[config.mk]
export PLATFORM = sky130hd
export DESIGN_NAME = usb_uart_line_buffer
export DESIGN_NICKNAME = d
export VERILOG_FILES = /design/src/rtl/usb_uart_line_buffer.sv
export SDC_FILE = /design/constraint.sdc
export NUM_CORES = 1
export LEC_CHECK = 0
export BUFFER_PORTS_ARGS = -buffer_cell sky130_fd_sc_hd__buf_2
export CAP_MARGIN = 20
export CORE_ASPECT_RATIO = 2
export CORE_UTILIZATION = 56
export CTS_CLUSTER_SIZE = 25
export DETAILED_ROUTE_END_ITERATION = 7
export GPL_ROUTABILITY_DRIVEN = 0
export PLACE_DENSITY = 0.87
export SYNTH_ARGS = -nofsm -noshare
export SYNTH_HDL_FRONTEND = slang
export SYNTH_SLANG_ARGS = --single-unit
[constraint.sdc]
create_clock -name clk_48mhz -period 3.9 [get_ports clk_48mhz]
set_input_delay 0 -clock clk_48mhz [delete_from_list [all_inputs] [get_ports clk_48mhz]]
set_output_delay 0 -clock clk_48mhz [all_outputs]
set_load 0.02 [all_outputs]
[src/rtl/usb_uart_line_buffer.sv]
// usb_uart_line_buffer
// Assembles host bytes into lines with backspace editing and only releases
// bytes downstream once their line is committed (EOL byte or buffer full).
// Three wrapping pointers: wr (next write), cm (commit point), rd (next fetch),
// with rd <= cm <= wr in wrapped distance.

module usb_uart_line_buffer #(
  parameter int          DEPTH_LOG2 = 6,
  parameter logic [7:0]  EOL        = 8'h0D,
  parameter logic [7:0]  BS         = 8'h08
) (
  input  logic                  clk_48mhz,
  input  logic                  reset_n,
  input  logic [7:0]            in_data,
  input  logic                  in_valid,
  output logic                  in_ready,
  output logic [7:0]            out_data,
  output logic                  out_valid,
  input  logic                  out_ready,
  output logic [DEPTH_LOG2:0]   level,
  output logic                  line_done
);

  localparam int                  DEPTH      = 1 << DEPTH_LOG2;
  localparam logic [DEPTH_LOG2:0] PTR_ONE    = (DEPTH_LOG2+1)'(1);
  localparam logic [DEPTH_LOG2:0] FULL_LEVEL = (DEPTH_LOG2+1)'(DEPTH);

  localparam logic [0:0] ST_EMPTY = 1'b0;
  localparam logic [0:0] ST_VALID = 1'b1;

  logic [DEPTH_LOG2:0] wr;
  logic [DEPTH_LOG2:0] cm;
  logic [DEPTH_LOG2:0] rd;
  logic [0:0]          state;
  logic [7:0]          mem [DEPTH];

  logic accept;
  logic is_bs;
  logic is_eol;
  logic write_en;
  logic handshake;
  logic force_commit;
  logic fetch;

  // The held output byte still counts toward level until it is handed off,
  // so level is the RAM occupancy plus the output register.
  assign out_valid = (state == ST_VALID);
  assign level     = wr - rd + {{DEPTH_LOG2{1'b0}}, out_valid};
  assign in_ready  = (level != FULL_LEVEL);

  assign accept    = in_valid & in_ready;
  assign is_bs     = (in_data == BS);
  assign is_eol    = (in_data == EOL);
  assign write_en  = accept & ~is_bs;
  assign handshake = out_valid & out_ready;

  // A plain byte that leaves the buffer completely full must commit the line,
  // otherwise nothing could ever drain and input would stall forever.
  assign force_commit = write_en & ~is_eol & ~handshake &
                        (level == FULL_LEVEL - PTR_ONE);

  // Fetch a committed byte whenever the output register is free or being
  // emptied this cycle; uses the cm value from before this edge.
  assign fetch = (~out_valid | out_ready) & (rd != cm);

  // Byte storage, no reset needed since pointers guard every read.
  always_ff @(posedge clk_48mhz) begin
    if (write_en) begin
      mem[wr[DEPTH_LOG2-1:0]] <= in_data;
    end
  end

  // Write side: appends bytes, handles backspace and line commits.
  always_ff @(posedge clk_48mhz or negedge reset_n) begin
    if (!reset_n) begin
      wr        <= '0;
      cm        <= '0;
      line_done <= 1'b0;
    end else begin
      line_done <= 1'b0;
      if (accept) begin
        if (is_bs) begin
          if (wr != cm) begin
            wr <= wr - PTR_ONE;
          end
        end else begin
          wr <= wr + PTR_ONE;
          if (is_eol || force_commit) begin
            cm        <= wr + PTR_ONE;
            line_done <= 1'b1;
          end
        end
      end
    end
  end

  // Read side: two-state output register that holds its byte until accepted.
  always_ff @(posedge clk_48mhz or negedge reset_n) begin
    if (!reset_n) begin
      rd       <= '0;
      state    <= ST_EMPTY;
      out_data <= 8'h00;
    end else begin
      if (fetch) begin
        out_data <= mem[rd[DEPTH_LOG2-1:0]];
        rd       <= rd + PTR_ONE;
        state    <= ST_VALID;
      end else if (handshake) begin
        state <= ST_EMPTY;
      end
    end
  end

endmodule

==> results.cfg <==
[status]
status = completed

[critical_path]
worst-endpoint-required_ns = 4.17
cp_data_arrival_time_ns = 4.04
crit_path_end_kind = register
path_max_fanout = 9
cp-start-kind = register
setup.worst_path.class = register to register
ff2ff_setup_slack_ns = 0.13

[routing]
vias = 11700
wire_per_inst_um = 33.38
ant_nets = 0
firstDrtPassIters = 6
via_per_inst = 6.771
drc = 0
wirelength_um = 57680
initialDrtViolationCount = 1618

[placement]
placed_cells_incl_taps = 1648
dp_hpwl_um = 33110
pre_cts_ws_ns = 0.2044
port_buffers = 29

[power_and_ir_drop]
swShare_pct = 34.67
pwr-share-comb_pct = 36.8
p_sw_mw = 6.237
pwr_density_cell_mw_per_mm2 = 733.0
cell_internal_pwr_mw = 11.75
cellLeakagePower_nw = 7.927
p_clk_share_pct = 24.6
p_total_mw = 17.99
ir_worst_vdd_mv = 0.7183
share_seq_of_total_power_pct = 38.6

[layout]
diodes = 0
drive_gt1_share_pct = 30.42
fillCellCount = 2274
final_cells = 1728
num-nets-final = 1211
areaGrowthSynthToFinish_pct = 12.82

[timing]
grt_setup_unrepaired = false
worst_pin_slew_ns = 0.9951
hold_violations = 0
min_period_over_period_pct = 96.69
relSlewSlack_pct = 33.15
timing.fmax_mhz = 265.2
fin_hold_ws_ns = 0.06650
setup_viol = 0
fin_ws_ns = 0.1292
maxSlewViolCount = 0
clock_skew_ns = 0.02269
fin_crit_ns = 3.771

[logic_synthesis]
async_flop_share_pct = 5.709
syn-instance-count = 1068
yosysTopAreaCellShare_pct = 70.68
synth_top_cell_by_area = edfxtp_1
synth_area_mm2 = 0.02175
yosys_warnings = 0
synth_area_leaders = edfxtp_1, mux4_2, dfrtp_1, nor2_1, xnor2_1
avgSynthCellArea_um2 = 20.37
syn-num-nets = 1096
ys_seq_area_share_pct = 74.25
synth-edff-count = 512
synthDistinctLibCells = 54
synth_seq_cells = 543
synth_ff_type = edfxtp_1

[worst_hold_path]
min_path_type = primary input to asynchronous set/reset pin

[floorplan]
start_util_pct = 57.00
dieArea_mm2 = 0.03968
chipWidth_um = 141.4
die_h_um = 280.7
ioPinCount = 30
core_mm2 = 0.03816
rows = 101

[global_route]
grt.total_usage_pct = 30.21
overflow = 0
grt_pass1_vias = 12232
grt_max_degree = 133
grt_antenna_before_repair = 3
grt_pass1_wl_um = 82940

[clocking]
tritoncts = done
cts.sinks = 543
cts-buffers-inserted = 42
cts_buffer_depth = 3
cts_htree_levels = 2
clk_pin_slew_ns = 0.08
clockRootBuffer = clkbuf_16
clkLatencyLatePin_ns = 0.56

[job]
max_cap_violations = 0
==> per-stage QoR <==
step | util, % | area (µm²) | TNS [ns]
2_1_floorplan | - | 21910 | -6.649
3_3_place_gp | 60.46 | 23080 | 0
3_5_place_dp | 60.46 | 23080 | 0
4_1_cts | 64.22 | 24510 | 0
5_1_grt | 64.30 | 24540 | 0
6_report | 64.30 | 24540 | 0
==> power by group through the flow <==
stage	Clock (mW)	Combinational [mW]	Sequential, mW
6_report	4.43	6.62	6.94
5_1_grt	4.63	6.85	6.95
4_1_cts	4.43	6.36	6.93
3_5_place_dp	0	6.16	7.04
3_3_place_gp	0	6.01	7.01
2_1_floorplan	0	4.45	7.00
==> metal layers <==
layer  vias to the layer above  GRT usage [%]  share of wire, %
met5                         -              0             0.023
met4                         2          23.91               9.5
met3                       281          6.645               9.9
met2                       965          51.90                51
met1                      5860          31.89                29
li1                       4592              -                 -
==> critical path, stage by stage (launching register included) <==
cell,delay [ns]
dfrtp_1,0.40
clkinv_4,0.12
ha_1,0.33
inv_1,0.06
ha_1,0.17
inv_1,0.08
fa_2,0.39
and2b_1,0.24
o311ai_1,0.11
a21oi_2,0.20
xnor2_2,0.19
a31oi_2,0.41
nand4_1,0.16
buf_4,0.23
nor2_1,0.17
buf_4,0.22
==> cell families (layout without fill, tap and decap cells) <==
kind of cell	after synthesis	in the layout	share of synthesized area, %
AND/OR/NAND/NOR	160	160	3.353
flip-flops	543	543	74.25
multiplexers	151	151	15.27
AO/OA/AOI/OAI	88	89	2.916
XOR/XNOR	36	36	1.519
buffers and inverters	74	218	1.743
adder cells (fa/ha/maj)	16	16	0.9548
==> sequential cells by signal, summed over array words and instances, names as in the netlist <==
| signal | count |
|---|---|
| cm | 7 |
| line_done | 1 |
| mem | 512 |
| out_data | 8 |
| out_valid | 1 |
| rd | 7 |
| wr | 7 |
==> layout by cell type, fill, tap and decap left out, types with 6 or more instances in the layout <==
cell type  instances
edfxtp_1         512
mux4_2           144
buf_4             91
nor2_1            65
clkbuf_16         43
nand2_1           34
dfrtp_1           29
buf_2             29
a22oi_1           24
xnor2_1           21
a21oi_1           20
inv_1             14
ha_1              14
nand4_1           12
xor2_1            11
nand3_1            9
clkinv_2           9
a31oi_1            8
nor2_4             8
mux2_1             6
==> worst paths after layout <==
kind,start,to,cells after the start
setup / recovery,wr[0],mem[63][4],15
setup reg to reg,wr[0],mem[63][4],15
hold / removal,reset_n,rd[5],2
max in group asynchronous,reset_n,rd[1],2
min in group clk_48mhz,in_data[0],mem[0][0],2
hold reg to reg,out_data[3],out_data[3],2
==> synthesized netlist by cell type (2+ instances only) <==
library cell    n
edfxtp_1      512
nand2_1        34
nand2b_1        2
xor2_1         12
a2bb2oi_1       4
a22o_1          5
o21ai_1         2
buf_1           7
nand3_1         9
or3b_2          2
ha_1           15
nor2_1         73
o31ai_1         5
a21oi_1        21
nand3b_1        3
mux4_2        144
buf_2          15
clkinv_1        2
and3_1          4
or3_1           2
mux2_1          6
nor3_1          9
buf_4           2
a22oi_1        24
o21ai_0         5
a31oi_1         8
o22ai_1         2
buf_6          10
nor4_1          3
dfrtp_1        31
inv_1          16
clkbuf_1       21
nand4_1        12
a221oi_1        4
nor3_2          2
xnor2_1        22
==> cell type report <==
type                       count  area, µm²  area share [%]
multi-input combinational    452       5355           21.82
clock buffer                  50       1142           4.655
tap                          515      644.4           2.626
sequential                   543      16160           65.84
timing repair buffer         125      898.4           3.661
inverter                      19      81.33          0.3314
clock inverter                24      260.3           1.061
==> repair_timing <==
action / in CTS / in global routing
hold buffers: 3 / 0
endpoints found under the setup margin: 0 / 169
endpoints found under the hold margin: 38 / 0
resized for setup: 0 / 1
setup buffers: 0 / 1
No activity file was read; power rests on OpenSTA's default activity.
